**src/rtl/pc_sequencer.sv**
```systemverilog
// Fetch-side PC controller: owns the PC, runs the imem req/ack handshake,
// applies taken-branch redirects with a flush pulse and bubble countdown.
module pc_sequencer #(
    parameter logic [31:0] RESET_PC     = 32'h0000_0000,
    parameter int          FLUSH_CYCLES = 1,
    parameter int          CNT_W        = 16
) (
    input  logic             clk,
    input  logic             rst,
    input  logic             resolve_valid,
    input  logic             branch,
    input  logic             zero_flag,
    input  logic [31:0]      branch_target,
    input  logic             stall,
    output logic             imem_req,
    output logic [31:0]      imem_addr,
    input  logic             imem_ack,
    input  logic [31:0]      imem_rdata,
    output logic [31:0]      instr_out,
    output logic             instr_valid,
    output logic             flush,
    output logic [CNT_W-1:0] taken_cnt
);

    localparam logic [2:0] S_IDLE  = 3'd0;
    localparam logic [2:0] S_REQ   = 3'd1;
    localparam logic [2:0] S_HOLD  = 3'd2;
    localparam logic [2:0] S_DRAIN = 3'd3;
    localparam logic [2:0] S_FLUSH = 3'd4;

    localparam logic [3:0]       BUB_INIT = 4'(FLUSH_CYCLES);
    localparam logic [CNT_W-1:0] CNT_ONE  = {{(CNT_W-1){1'b0}}, 1'b1};

    logic [2:0]       r_state;
    logic [31:0]      r_pc;
    logic [31:0]      r_drain_addr;
    logic [3:0]       r_bub;
    logic [31:0]      r_instr;
    logic             r_valid;
    logic             r_flush;
    logic [CNT_W-1:0] r_cnt;

    logic             w_taken;
    logic [31:0]      w_target;

    assign w_taken  = resolve_valid & branch & zero_flag & (r_state != S_IDLE);
    assign w_target = {branch_target[31:2], 2'b00};

    // Request/address come only from registered state; DRAIN keeps presenting
    // the abandoned address because the PC has already moved to the target.
    assign imem_req    = (r_state == S_REQ) || (r_state == S_DRAIN);
    assign imem_addr   = (r_state == S_DRAIN) ? r_drain_addr : r_pc;
    assign instr_out   = r_instr;
    assign instr_valid = r_valid;
    assign flush       = r_flush;
    assign taken_cnt   = r_cnt;

    always_ff @(posedge clk or posedge rst) begin
        if (rst) begin
            r_state      <= S_IDLE;
            r_pc         <= RESET_PC;
            r_drain_addr <= RESET_PC;
            r_bub        <= 4'd0;
            r_instr      <= 32'd0;
            r_valid      <= 1'b0;
            r_flush      <= 1'b0;
            r_cnt        <= '0;
        end else begin
            r_valid <= 1'b0;
            r_flush <= 1'b0;
            if (w_taken) begin
                r_pc    <= w_target;
                r_flush <= 1'b1;
                if (!(&r_cnt))
                    r_cnt <= r_cnt + CNT_ONE;
            end
            case (r_state)
                S_IDLE: r_state <= S_REQ;
                S_REQ: begin
                    if (w_taken) begin
                        if (imem_ack) begin
                            r_state <= S_FLUSH;
                            r_bub   <= BUB_INIT;
                        end else begin
                            r_state      <= S_DRAIN;
                            r_drain_addr <= r_pc;
                        end
                    end else if (imem_ack) begin
                        r_instr <= imem_rdata;
                        r_valid <= 1'b1;
                        r_pc    <= r_pc + 32'd4;
                        r_state <= stall ? S_HOLD : S_REQ;
                    end
                end
                S_HOLD: begin
                    if (w_taken) begin
                        r_state <= S_FLUSH;
                        r_bub   <= BUB_INIT;
                    end else if (!stall) begin
                        r_state <= S_REQ;
                    end
                end
                S_DRAIN: begin
                    if (imem_ack) begin
                        r_state <= S_FLUSH;
                        r_bub   <= BUB_INIT;
                    end
                end
                S_FLUSH: begin
                    if (w_taken)
                        r_bub <= BUB_INIT;
                    else if (r_bub == 4'd1)
                        r_state <= stall ? S_HOLD : S_REQ;
                    else
                        r_bub <= r_bub - 4'd1;
                end
                default: r_state <= S_IDLE;
            endcase
        end
    end

endmodule

```
**config.mk**
```make
export PLATFORM = sky130hd
export DESIGN_NAME = pc_sequencer
export DESIGN_NICKNAME = d
export VERILOG_FILES = /design/src/rtl/pc_sequencer.sv
export SDC_FILE = /design/constraint.sdc
export NUM_CORES = 1
export LEC_CHECK = 0
export BUFFER_PORTS_ARGS = -buffer_cell sky130_fd_sc_hd__buf_2
export CAP_MARGIN = 25
export CORE_UTILIZATION = 35
export CTS_CLUSTER_DIAMETER = 100
export DETAILED_ROUTE_END_ITERATION = 7
export GPL_ROUTABILITY_DRIVEN = 0
export GPL_TIMING_DRIVEN = 1
export PLACE_DENSITY = 0.54
export SYNTH_ARGS = -nofsm -noshare
export SYNTH_HDL_FRONTEND = slang
export SYNTH_SLANG_ARGS = --single-unit
```
**constraint.sdc**
```tcl
create_clock -name clk -period 4.05 [get_ports clk]
set_input_delay 0.405 -clock clk [delete_from_list [all_inputs] [get_ports clk]]
set_output_delay 0.405 -clock clk [all_outputs]
set_load 0.005 [all_outputs]
```
# Word level (Yosys, flattened, before mapping)
# Index checks and enable logic that the tools add are counted.
# W data, S select, Z words.
# word_totals
out_inout_bits,83
inputBits,71
register_bits,121
wordCells,65
# classes
n_reduce_logical,10
n_bitwise,6
n_mux,25
n_eq_ne,13
n_addsub,3
# op_table
operator,count
$mux W32,5
$add A32 B3 Y32 const B,1
$mux W3,8
$mux W4,5
$add A16 B1 Y16 const B,1
$pmux W4 S4,1
$reduce_and A16 Y1,1
$pmux W3 S5,1
$ne A2 B2 Y1 const B,5
$ne A3 B3 Y1 const B,3
$eq A3 B2 Y1 const B,2
$reduce_and A3 Y1,2
$reduce_and A5 Y1,1
$eq A4 B1 Y1 const B,1
$mux W1,4
$reduce_and A4 Y1,1
$reduce_bool A4 Y1,1
$sub A4 B1 Y4 const B,1
$and A1 B1 Y1,3
$eq A3 B1 Y1 const B,1
$eq A3 B3 Y1 const B,1
$logic_not A3 Y1,1
$not A1 Y1,3
$reduce_bool A3 Y1,1
other kinds (3),3

# Longest topological paths before layout
# Gate-level depths: netlist of the first run.
# depth
word_depth,7
mapped_depth,8
mapped_depth_nobuf,7

# Worst setup path after synthesis of the first run
# Ideal clock, no wire load.
# synth_timing
path_type,register -> output
startpoint,register r_state[0]
endpoint,output imem_addr[10]
slack_ns,2.220
arrival_ns,1.425
path_buffers,2
stages_incl_launch_ff,6
t_required_ns,3.645
path_cell_list,dfrtp_1 -> buf_2 -> and2b_1 -> nand2_1 -> buf_2 -> mux2_2
# synth_between
elab_chain_len,2
# synth_lines
item,line,text
"start, declared",34,logic [2:0] r_state;
"start signal, assigned",92,r_state <= stall ? S_HOLD : S_REQ;
"start signal, assigned",113,r_state <= stall ? S_HOLD : S_REQ;
$eq A3 B2 Y1,52,assign imem_addr = (r_state == S_DRAIN) ? r_drain_addr : r_pc;
$mux W32,52,
"end, declared",16,"output logic [31:0] imem_addr,"
# No other way between the ends.

# Worst setup path in the final report of the first run
# layout_timing
startpoint,register r_state[2]
endpoint,output imem_addr[15]
# Same word-level chain as after synthesis.

==> impl_results.md, run 1 <==
- DRC viols: 0
- DR iter-0 viols: 233
- Pint: 3.47 mW
- Final setup fails: 0
- Final Max Slew Viols: 0
- Overflow after GRT: 0
- Max Cap Viol: 0
- Share of layout cells above drive strength 1: 36.5%
- Rel. slew slack: 49.4%
- Reg2reg end: r_pc[20]
- Synth area leader: dfrtp_1
- Power Density: 695 nW/um^2
- Antenna viol nets, final: 0
- Clock-pin slew on the worst setup and hold paths: 0.06 ns
- RSZ-0062 raised after global routing: no
- Max Clk Rate: 338 MHz
- CTS Buf Count: 17
- Clock skew: 0.00703 ns
- Initial Util: 35.9%
- Sequential area share after synthesis: 50.7%
- Post-cts hold buffer count: 0
- Io pins: 154
- Critical path arrival: 2.55 ns
- Clock root buffer: clkbuf_16
- Area growth, synth to finish: 26.5%
- Setup bufs post-CTS: 0
- Number of synthesized flops with an enable pin: 0
- P_sw: 1.79 mW
- Synth top area share: 50.7%
- Pre-CTS WS: 1.52 ns
- Ys flop type: dfrtp_1
- Mapped Nets: 655
- Setup TNS: 0 ns
- Yosys Warn Count: 0
- Register bit total from synthesis: 121
- Largest net degree at the start of global routing: 67
- Longest Clk Path Bufs: 2
- Clock share of power: 28.6%
- Top post-synthesis cells by area: dfrtp_1, mux2_2, nand2_1
- Static Leak: 3.80 nW
- Tightest Pin Transition: 0.758 ns
- Later-pin clock latency in the skew report: 0.41 ns
- DIE AREA: 17600 sq um
- Drt total wl: 14500 um
- Post-Synthesis Cells: 580
- Ys async rst share: 100%
- Via count: 4762
- Reg2Reg Setup Slack: 1.64 ns
- Clock sink total: 121
- First-pass GRT wire length: 24500 um
- Buf+Inv Stages, Crit Path: 2
- Die Width: 133 um
- Min cycle time layout: 2.96 ns
- Die Height: 133 um
- # port buffers: 151
- Top delay family on crit path: simple AND/OR/NAND/NOR gates
- Setup ws final: 1.09 ns
- Avg Cell Area, Syn: 10.3 sq um
- Fin util: 45.4%
- Seq pwr share: 39.3%
- Worst vdd ir: 309 uV
- Initial antenna violation count: 0
- WL/cell: 15.1 um
- Startpoint Class: register
- Outcome: completed
- Most Crowded Layer GR: met2
- Fin nets: 805
- Reg2reg path depth: 7
- Switching share of power: 34.0%
- ANT cells: 0
- Met3 Usage GRT: 4.64%
- H-tree depth: 4
- CP required: 3.64 ns
- Largest stage delay, worst path: 0.58 ns
- Row cnt: 47
- Core ar.: 16600 sq um
- GR Util met2: 28.6%
- Hpwl dp: 9870 um
- CP Max Fanout: 19
- Combinational power share: 32.1%
- Post-route clock period utilization: 73.0%
- R2R Path Start: r_state[1]
- Number of global-route vias before repair: 4799
- Dpl cells: 930
- Met1 Use GR: 22.6%
- Crit path kind: reg2out
- Final hold vios: 0
- HP Class: in2async
- Hold Slack: 0.110 ns
- Worst Setup End Kind: output pin
- Critical path's slowest cell: nand2_1
- Post-Syn Area: 5970 sq um
- CP cell instances: and2b_1 -> nand2_1 -> buf_12 -> mux2_2 -> buf_2
- GRT Util Overall: 17.7%
- Distinct cells, synth: 60
- Initial DRT Pass Iterations: 4
- Post-cts repair resize count: 0
- Vias per cell: 4.94
- CTS tree: done
- Fin cells: 963
==> power by group through the flow <==
stage | registers, mW | clock network (mW) | logic, mW
floorplan | 1.96 | 0 | 1.12
global placement | 2.05 | 0 | 1.67
detailed placement | 2.07 | 0 | 1.71
CTS | 2.06 | 1.53 | 1.72
global route | 2.14 | 1.59 | 1.89
finish | 2.06 | 1.50 | 1.68
==> per-stage QoR <==
| stage | area (sq um) | total power [mW] |
|---|---|---|
| 2_1_floorplan | 5970 | 3.08 |
| 3_5_place_dp | 6940 | 3.78 |
| 5_1_grt | 7550 | 5.63 |
| 3_3_place_gp | 6940 | 3.72 |
| 4_1_cts | 7530 | 5.31 |
| 6_report | 7550 | 5.25 |
==> synth_stat cells (6+ instances only) <==
| master | n |
|---|---|
| a21oi_1 | 10 |
| and3_1 | 12 |
| and4_1 | 8 |
| buf_2 | 21 |
| dfrtp_1 | 121 |
| inv_1 | 10 |
| mux2_2 | 62 |
| nand2_1 | 134 |
| nand3_1 | 21 |
| nand4_1 | 11 |
| nor2_1 | 33 |
| nor3_1 | 6 |
| o21ai_0 | 25 |
| xnor2_1 | 11 |
| xor2_1 | 21 |
==> how the worst max path moves through the flow <==
stage	cells after the start	to	slack (ns)	start
5_1_grt	5	imem_addr[15]	0.94	r_state[2]
3_3_place_gp	5	imem_addr[15]	1.53	r_state[2]
6_report	5	imem_addr[15]	1.09	r_state[2]
2_1_floorplan	1	flush	0.43	rst
4_1_cts	5	imem_addr[15]	1.06	r_state[2]
3_5_place_dp	5	imem_addr[15]	1.52	r_state[2]
==> routing by layer <==
layer	up-vias	wire, um
met1	2297	6770
met2	132	6730
met4	0	261
met3	23	782
met5	-	0
li1	2310	-
==> cells by family after synthesis <==
group | Yosys count | share of synthesized area [%]
xor gates and xnor gates | 32 | 4.69
muxes | 66 | 12.4
buffers and inverters | 38 | 2.89
AOI/OAI and AO/OA | 65 | 7.19
and+or+nand+nor | 254 | 21.3
DFF | 121 | 50.7
adders and majority gates | 4 | 0.838
==> final cells by class <==
type / instances / area (sq um)
clock buffers: 21 / 470
clock inverters: 11 / 121
fillers: 1638 / 9090
inverters: 11 / 43.8
multi-input cells: 421 / 2770
flip-flops and latches: 121 / 3030
well taps: 220 / 275
repair buffers: 158 / 846
==> cells in the final DEF (no fill, tap or decap), types with 2 or more instances in the layout <==
cell and count:
nand2b_1 3, xnor2_1 11, o21ai_0 25, buf_12 3
mux2i_1 3, nor2_1 33, o22ai_1 3, inv_1 9
a21oi_1 10, a41o_1 2, buf_4 4, nand3b_1 2
a31o_2 2, nand4_1 11, and2_1 5, nor4_4 2
clkinvlp_4 5, and4_1 8, and3_2 3, a221o_1 2
o21a_1 3, and3_1 12, dfrtp_1 121, clkinv_2 3
xor2_1 21, ha_1 4, nand3_1 21, nor3_2 2
o21ai_1 2, nor3_1 6, clkbuf_8 3, o211ai_1 2
buf_2 151, clkbuf_16 17, bufinv_16 2, mux2_2 62
nand2_1 134
==> sequential cells by signal, summed over array words and instances (netlist names) <==
name / count
r_state: 3
instr_out: 32
instr_valid: 1
flush: 1
r_drain_addr: 32
taken_cnt: 16
r_pc: 32
r_bub: 4
Power figures use the tool's default switching activity.
==> run 2, diff against run 1 <==
clock period = 2.97 ns   (was 4.05 ns; I/O delays follow)
==> run 2 against run 1 <==
The flow now finishes with violations (negative hold slack). Register-to-register slack got worse by 0.84 ns. Flip-flop and latch count did not move. Combinational power rose by 36%. Via count rose by 0.31%. Critical endpoint is now imem_addr[19]. Highest routed layer unchanged.
==> impl_results.md, run 2 (synthesized netlist as in run 1, its figures left out) <==
- Reg2Reg Setup Slack: 0.80 ns (-0.84 ns)
- Io pins: 154 (unchanged)
- Static Leak: 3.83 nW (+0.78%)
- Clock-pin slew on the worst setup and hold paths: 0.06 ns (about the same)
- ANT cells: 0 (unchanged)
- Failing checks: negative hold slack
- Startpoint Class: register
- H-tree depth: 4 (unchanged)
- Final Max Slew Viols: 0 (unchanged)
- Area growth, synth to finish: 27.4%
- Longest Clk Path Bufs: 2 (unchanged)
- Initial DRT Pass Iterations: 4 (unchanged)
- Setup TNS: 0 ns (unchanged)
- Max Clk Rate: 384 MHz
- Fill cell count: 1550 (-5.4%)
- Tightest Pin Transition: 0.738 ns (-0.0193 ns)
- Final setup fails: 0 (unchanged)
- # port buffers: 151 (unchanged)
- HP Class: in2async
- Die Width: 133 um (unchanged)
- GRT Util Overall: 17.9% (+0.17 points)
- Commonest non-fill, non-tap cells in the layout: buf_2, nand2_1, dfrtp_1
- Outcome: complete, but fails checks
- Antenna viol nets, final: 0 (unchanged)
- Number of global-route vias before repair: 4831 (+0.67%)
- Share of layout cells above drive strength 1: 36.9% (+0.47 points)
- DIE AREA: 17600 sq um (unchanged)
- Initial antenna violation count: 0 (unchanged)
- Via count: 4777 (+0.31%)
- Largest net degree at the start of global routing: 73 (+9.0%)
- CP required: 2.67 ns (-0.97 ns)
- R2R Path Start: r_state[1]
- Worst Setup End Kind: output pin
- Worst vdd ir: 460 uV (+49%)
- Drt total wl: 14800 um (+1.6%)
- Setup bufs post-CTS: 0 (unchanged)
- Post-route clock period utilization: 87.7%
- DR iter-0 viols: 211 (-9.4%)
- RSZ-0062 raised after global routing: no
- First-pass GRT wire length: 24600 um (+0.54%)
- Sequential cell area: 3030 sq um (unchanged)
- Hpwl dp: 10200 um (+2.8%)
- Pre-CTS WS: 0.795 ns (-0.723 ns)
- Crit path kind: reg2out
- WL/cell: 15.3 um (+1.2%)
- Total Power: 7.32 mW (+39%)
- Clock sink total: 121 (unchanged)
- Post-cts repair resize count: 0 (unchanged)
- Reg2reg path depth: 8 (+1)
- Hold Slack: -0.00712 ns (-0.117 ns)
- Vias per cell: 4.94 (about the same)
- Power Density: 963 nW/um^2 (+39%)
- Rel. slew slack: 50.7% (+1.3 points)
- Reg2reg end: r_pc[27]
- Initial Util: 35.9% (unchanged)
- CTS Buf Count: 17 (unchanged)
- Area post-placement: 6970 sq um (+0.38%)
- Area of the multi-input gates: 2770 sq um (unchanged)
- Overflow after GRT: 0 (unchanged)
- Die Height: 133 um (unchanged)
- Commonest non-fill, non-tap cell in the layout: buf_2
- Core ar.: 16600 sq um (unchanged)
- CP Max Fanout: 31 (+12)
- Setup ws final: 0.366 ns (-0.728 ns)
- Clock skew: 0.00797 ns (+0.000941 ns)
- Post-cts hold buffer count: 0 (unchanged)
- Fin nets: 809 (+0.50%)
- DRC viols: 0 (unchanged)
- Critical path arrival: 2.31 ns (-0.24 ns)
- Design area: 7600 sq um (+0.66%)
- Max Cap Viol: 0 (unchanged)
- Min cycle time layout: 2.60 ns
- CTS tree: done
- Later-pin clock latency in the skew report: 0.42 ns (about the same)
- Final hold vios: 10 (+10)
- Clock root buffer: clkbuf_16
- Row cnt: 47 (unchanged)
-- run 2: cell types whose count changed in the layout (fill, tap and decap cells not counted), sizes merged --
cell,before,now
bufinv,2,4
buf,158,162
inv,11,12
clkinv,4,5
clkinvlp,5,4
clkbuf,21,18
-- run 2: per-stage QoR --
| stage | utilization (%) | instances |
|---|---|---|
| after global routing | 45.7 | 967 |
| final | 45.7 | 967 |
| after floorplan | - | 580 |
| after CTS | 45.7 | 967 |
| after detailed placement | 41.9 | 935 |
| after global placement | 41.9 | 935 |
-- run 2: layout make-up --
cell class | instances | share of cell area (%)
Tap cell | 220 | 3.62
Multi-Input combinational cell | 421 | 36.4
Clock buffer | 18 | 5.77
Sequential cell | 121 | 39.8
Inverter | 11 | 0.592
Clock inverter | 14 | 2.58
Timing Repair Buffer | 162 | 11.2
-- run 2: metal layers --
| layer | part of all wire, % | vias up | GRT usage [%] |
|---|---|---|---|
| li1 | - | 2318 | - |
| met1 | 45 | 2309 | 22.0 |
| met2 | 47 | 125 | 28.7 |
| met3 | 5.3 | 25 | 5.21 |
| met4 | 2.6 | 0 | 8.49 |
| met5 | 0 | - | 0 |
-- run 2: report_power, final --
part	internal (mW)	leakage, nW	switching (mW)
logic	1.17	1.99	1.12
clock network	1.43	0.303	0.780
registers	2.25	1.53	0.570
total	4.85	3.83	2.47
-- run 2: worst max-delay path, cell delays in order (launching register included) --
cell and delay, ns:
dfrtp_1 0.52, and2b_1 0.28, nand2_1 0.11, buf_4 0.42, mux2_2 0.40, buf_2 0.13
-- run 2: how the worst max path moves through the flow --
stage | startpoint | to | slack (ns) | cells after the start
after floorplan | rst | flush | 1.19 | 1
after global placement | r_state[2] | imem_addr[3] | 0.82 | 5
after detailed placement | zero_flag | taken_cnt[13] | 0.80 | 8
after CTS | r_state[2] | imem_addr[3] | 0.36 | 5
after global routing | r_state[2] | imem_addr[20] | 0.26 | 5
final | r_state[2] | imem_addr[19] | 0.37 | 5
==> run 3, diff against run 2 <==
CORE_UTILIZATION = 30   (was 35)
PLACE_DENSITY = 0.49   (was 0.54)
clock period = 2.1 ns   (was 2.97 ns; I/O delays follow)
==> run 3 against run 2 <==
The run still ends with negative hold slack left. Cell area up 9.0%. Largest cell class unchanged. Via count rose by 5.5%. Clock-buffer cell count grew 2. Clock skew about the same. Total power is 51% higher. Flip-flop and latch count did not move. Cell count rose by 10%.
==> impl_results.md, run 3 (synthesized netlist as in run 1, its figures left out) <==
- Area growth, synth to finish: 38.8%
- Commonest non-fill, non-tap cell in the layout: buf_2
- Core ar.: 19500 sq um (+17%)
- Power Density: 1340 nW/um^2 (+39%)
- CP cell instances: and2b_2 -> nand2_8 -> buf_12 -> buf_16 -> mux2_2 -> buf_6
- Tightest Pin Transition: 0.673 ns (-0.0656 ns)
- Clock sink total: 121 (unchanged)
- Initial DRT Pass Iterations: 4 (unchanged)
- R2R Path Start: r_state[1]
- Final Max Slew Viols: 0 (unchanged)
- Initial Util: 30.7% (-5.2 points)
- WL/cell: 15.4 um (+0.47%)
- Number of global-route vias before repair: 5125 (+6.1%)
- Reg2Reg Setup Slack: 0.17 ns (-0.63 ns)
- Fin cells: 1064 (+10%)
- Fin nets: 860 (+6.3%)
- Top delay family on crit path: flip-flops
- Clock skew: 0.00837 ns (+0.000397 ns)
- Share of layout cells above drive strength 1: 36.8% (-0.11 points)
- Io pins: 154 (unchanged)
- RSZ-0062 raised after global routing: yes
- H-tree depth: 4 (unchanged)
- GRT Util Overall: 16.6% (-1.3 points)
- Die Width: 143 um (+7.9%)
- Buf+Inv Stages, Crit Path: 3 (+1)
- Crit path to: imem_addr[12]
- Critical path's slowest cell: dfrtp_1
- Row cnt: 51 (+8.5%)
- Dpl cells: 993 (+6.2%)
- Max Cap Viol: 0 (unchanged)
- Crit path kind: reg2out
- Critical path arrival: 1.86 ns (-0.45 ns)
- Reg2reg end: r_pc[2]
- Setup TNS: 0 ns (unchanged)
- HP Class: in2async
- CP Max Fanout: 4 (-87%)
- Later-pin clock latency in the skew report: 0.42 ns (about the same)
- Reg2reg path depth: 7 (-1)
- Worst vdd ir: 691 uV (+50%)
- Pre-CTS WS: 0.164 ns (-0.631 ns)
- Via count: 5039 (+5.5%)
- Max Clk Rate: 483 MHz
- Drt total wl: 16300 um (+11%)
- Clock root buffer: clkbuf_16
- Final setup fails: 0 (unchanged)
- Hpwl dp: 11000 um (+8.0%)
- Largest stage delay, worst path: 0.40 ns (-0.12 ns)
- Worst Setup End Kind: output pin
- CTS tree: done
- DR iter-0 viols: 169 (-20%)
- Final hold vios: 28 (+18)
- Largest net degree at the start of global routing: 122 (+67%)
- Commonest non-fill, non-tap cells in the layout: buf_2, nand2_1, dfrtp_1
- Total Power: 11.1 mW (+51%)
- Vias per cell: 4.74 (-4.1%)
- Die Height: 143 um (+7.9%)
- Hold Slack: -0.0165 ns (-0.00934 ns)
- Setup ws final: 0.0316 ns (-0.334 ns)
- Post-route clock period utilization: 98.5%
- # port buffers: 151 (unchanged)
- First-pass GRT wire length: 25800 um (+4.9%)
- Startpoint Class: register
- DRC viols: 0 (unchanged)
- Clock-pin slew on the worst setup and hold paths: 0.06 ns (about the same)
- Initial antenna violation count: 1 (+1)
- Antenna viol nets, final: 0 (unchanged)
- Failing checks: negative hold slack
- Outcome: complete, but fails checks
- Static Leak: 4.12 nW (+7.6%)
- CP required: 1.89 ns (-0.78 ns)
- Min cycle time layout: 2.07 ns
- Stages on worst setup path: 6 (+1)
- Setup crit start: r_state[0]
- Overflow after GRT: 0 (unchanged)
- CTS Buf Count: 17 (unchanged)
- DIE AREA: 20500 sq um (+16%)
- Rel. slew slack: 55.2% (+4.5 points)
- Longest Clk Path Bufs: 2 (unchanged)
-- run 3: worst min path at each step --
| stage | depth (start not counted) | from | endpoint |
|---|---|---|---|
| 2_1_floorplan | 2 | imem_rdata[0] | instr_out[0] |
| 6_report | 3 | rst | instr_out[31] |
| 3_5_place_dp | 3 | imem_rdata[15] | instr_out[15] |
| 4_1_cts | 3 | imem_rdata[17] | instr_out[17] |
| 5_1_grt | 3 | imem_rdata[17] | instr_out[17] |
| 3_3_place_gp | 3 | imem_rdata[5] | instr_out[5] |
-- run 3: what timing repair did --
item	CTS	global route
endpoints found under the hold margin	34	0
gates cloned	2	0
hold buffers	34	0
resized for setup	6	11
pin swaps	1	1
setup buffers	3	1
setup endpoints to repair	32	32
-- run 3: per-layer routing --
layer / global-route usage [%] / part of all wire, %
met5: 0 / 0
met4: 7.02 / 1.9
met3: 4.69 / 5.4
met2: 28.4 / 49
met1: 19.4 / 43
-- run 3: cell type report --
class	instances	area, sq um
fillers	1889	11200
diodes	1	2.50
repair buffers	213	1430
multi-input cells	421	2800
clock buffers	20	457
inverters	11	45.0
well taps	265	332
clock inverters	12	196
flip-flops and latches	121	3030
-- run 3: worst min-delay path, cell delays in order --
cell	delay [ns]
buf_2	0.11
clkinvlp_4	0.07
buf_12	0.48
-- run 3: metrics by stage --
stage / cell area, sq um / util (%)
after detailed placement: 7160 / 36.8
after global placement: 7160 / 36.8
final: 8290 / 42.6
after global routing: 8280 / 42.6
after floorplan: 5970 / -
after CTS: 8260 / 42.4
-- run 3: where the power goes --
group / switching (mW) / leakage (nW) / internal, mW
sequential: 0.673 / 1.53 / 3.19
clock: 1.07 / 0.312 / 2.16
combinational: 1.91 / 2.28 / 2.10
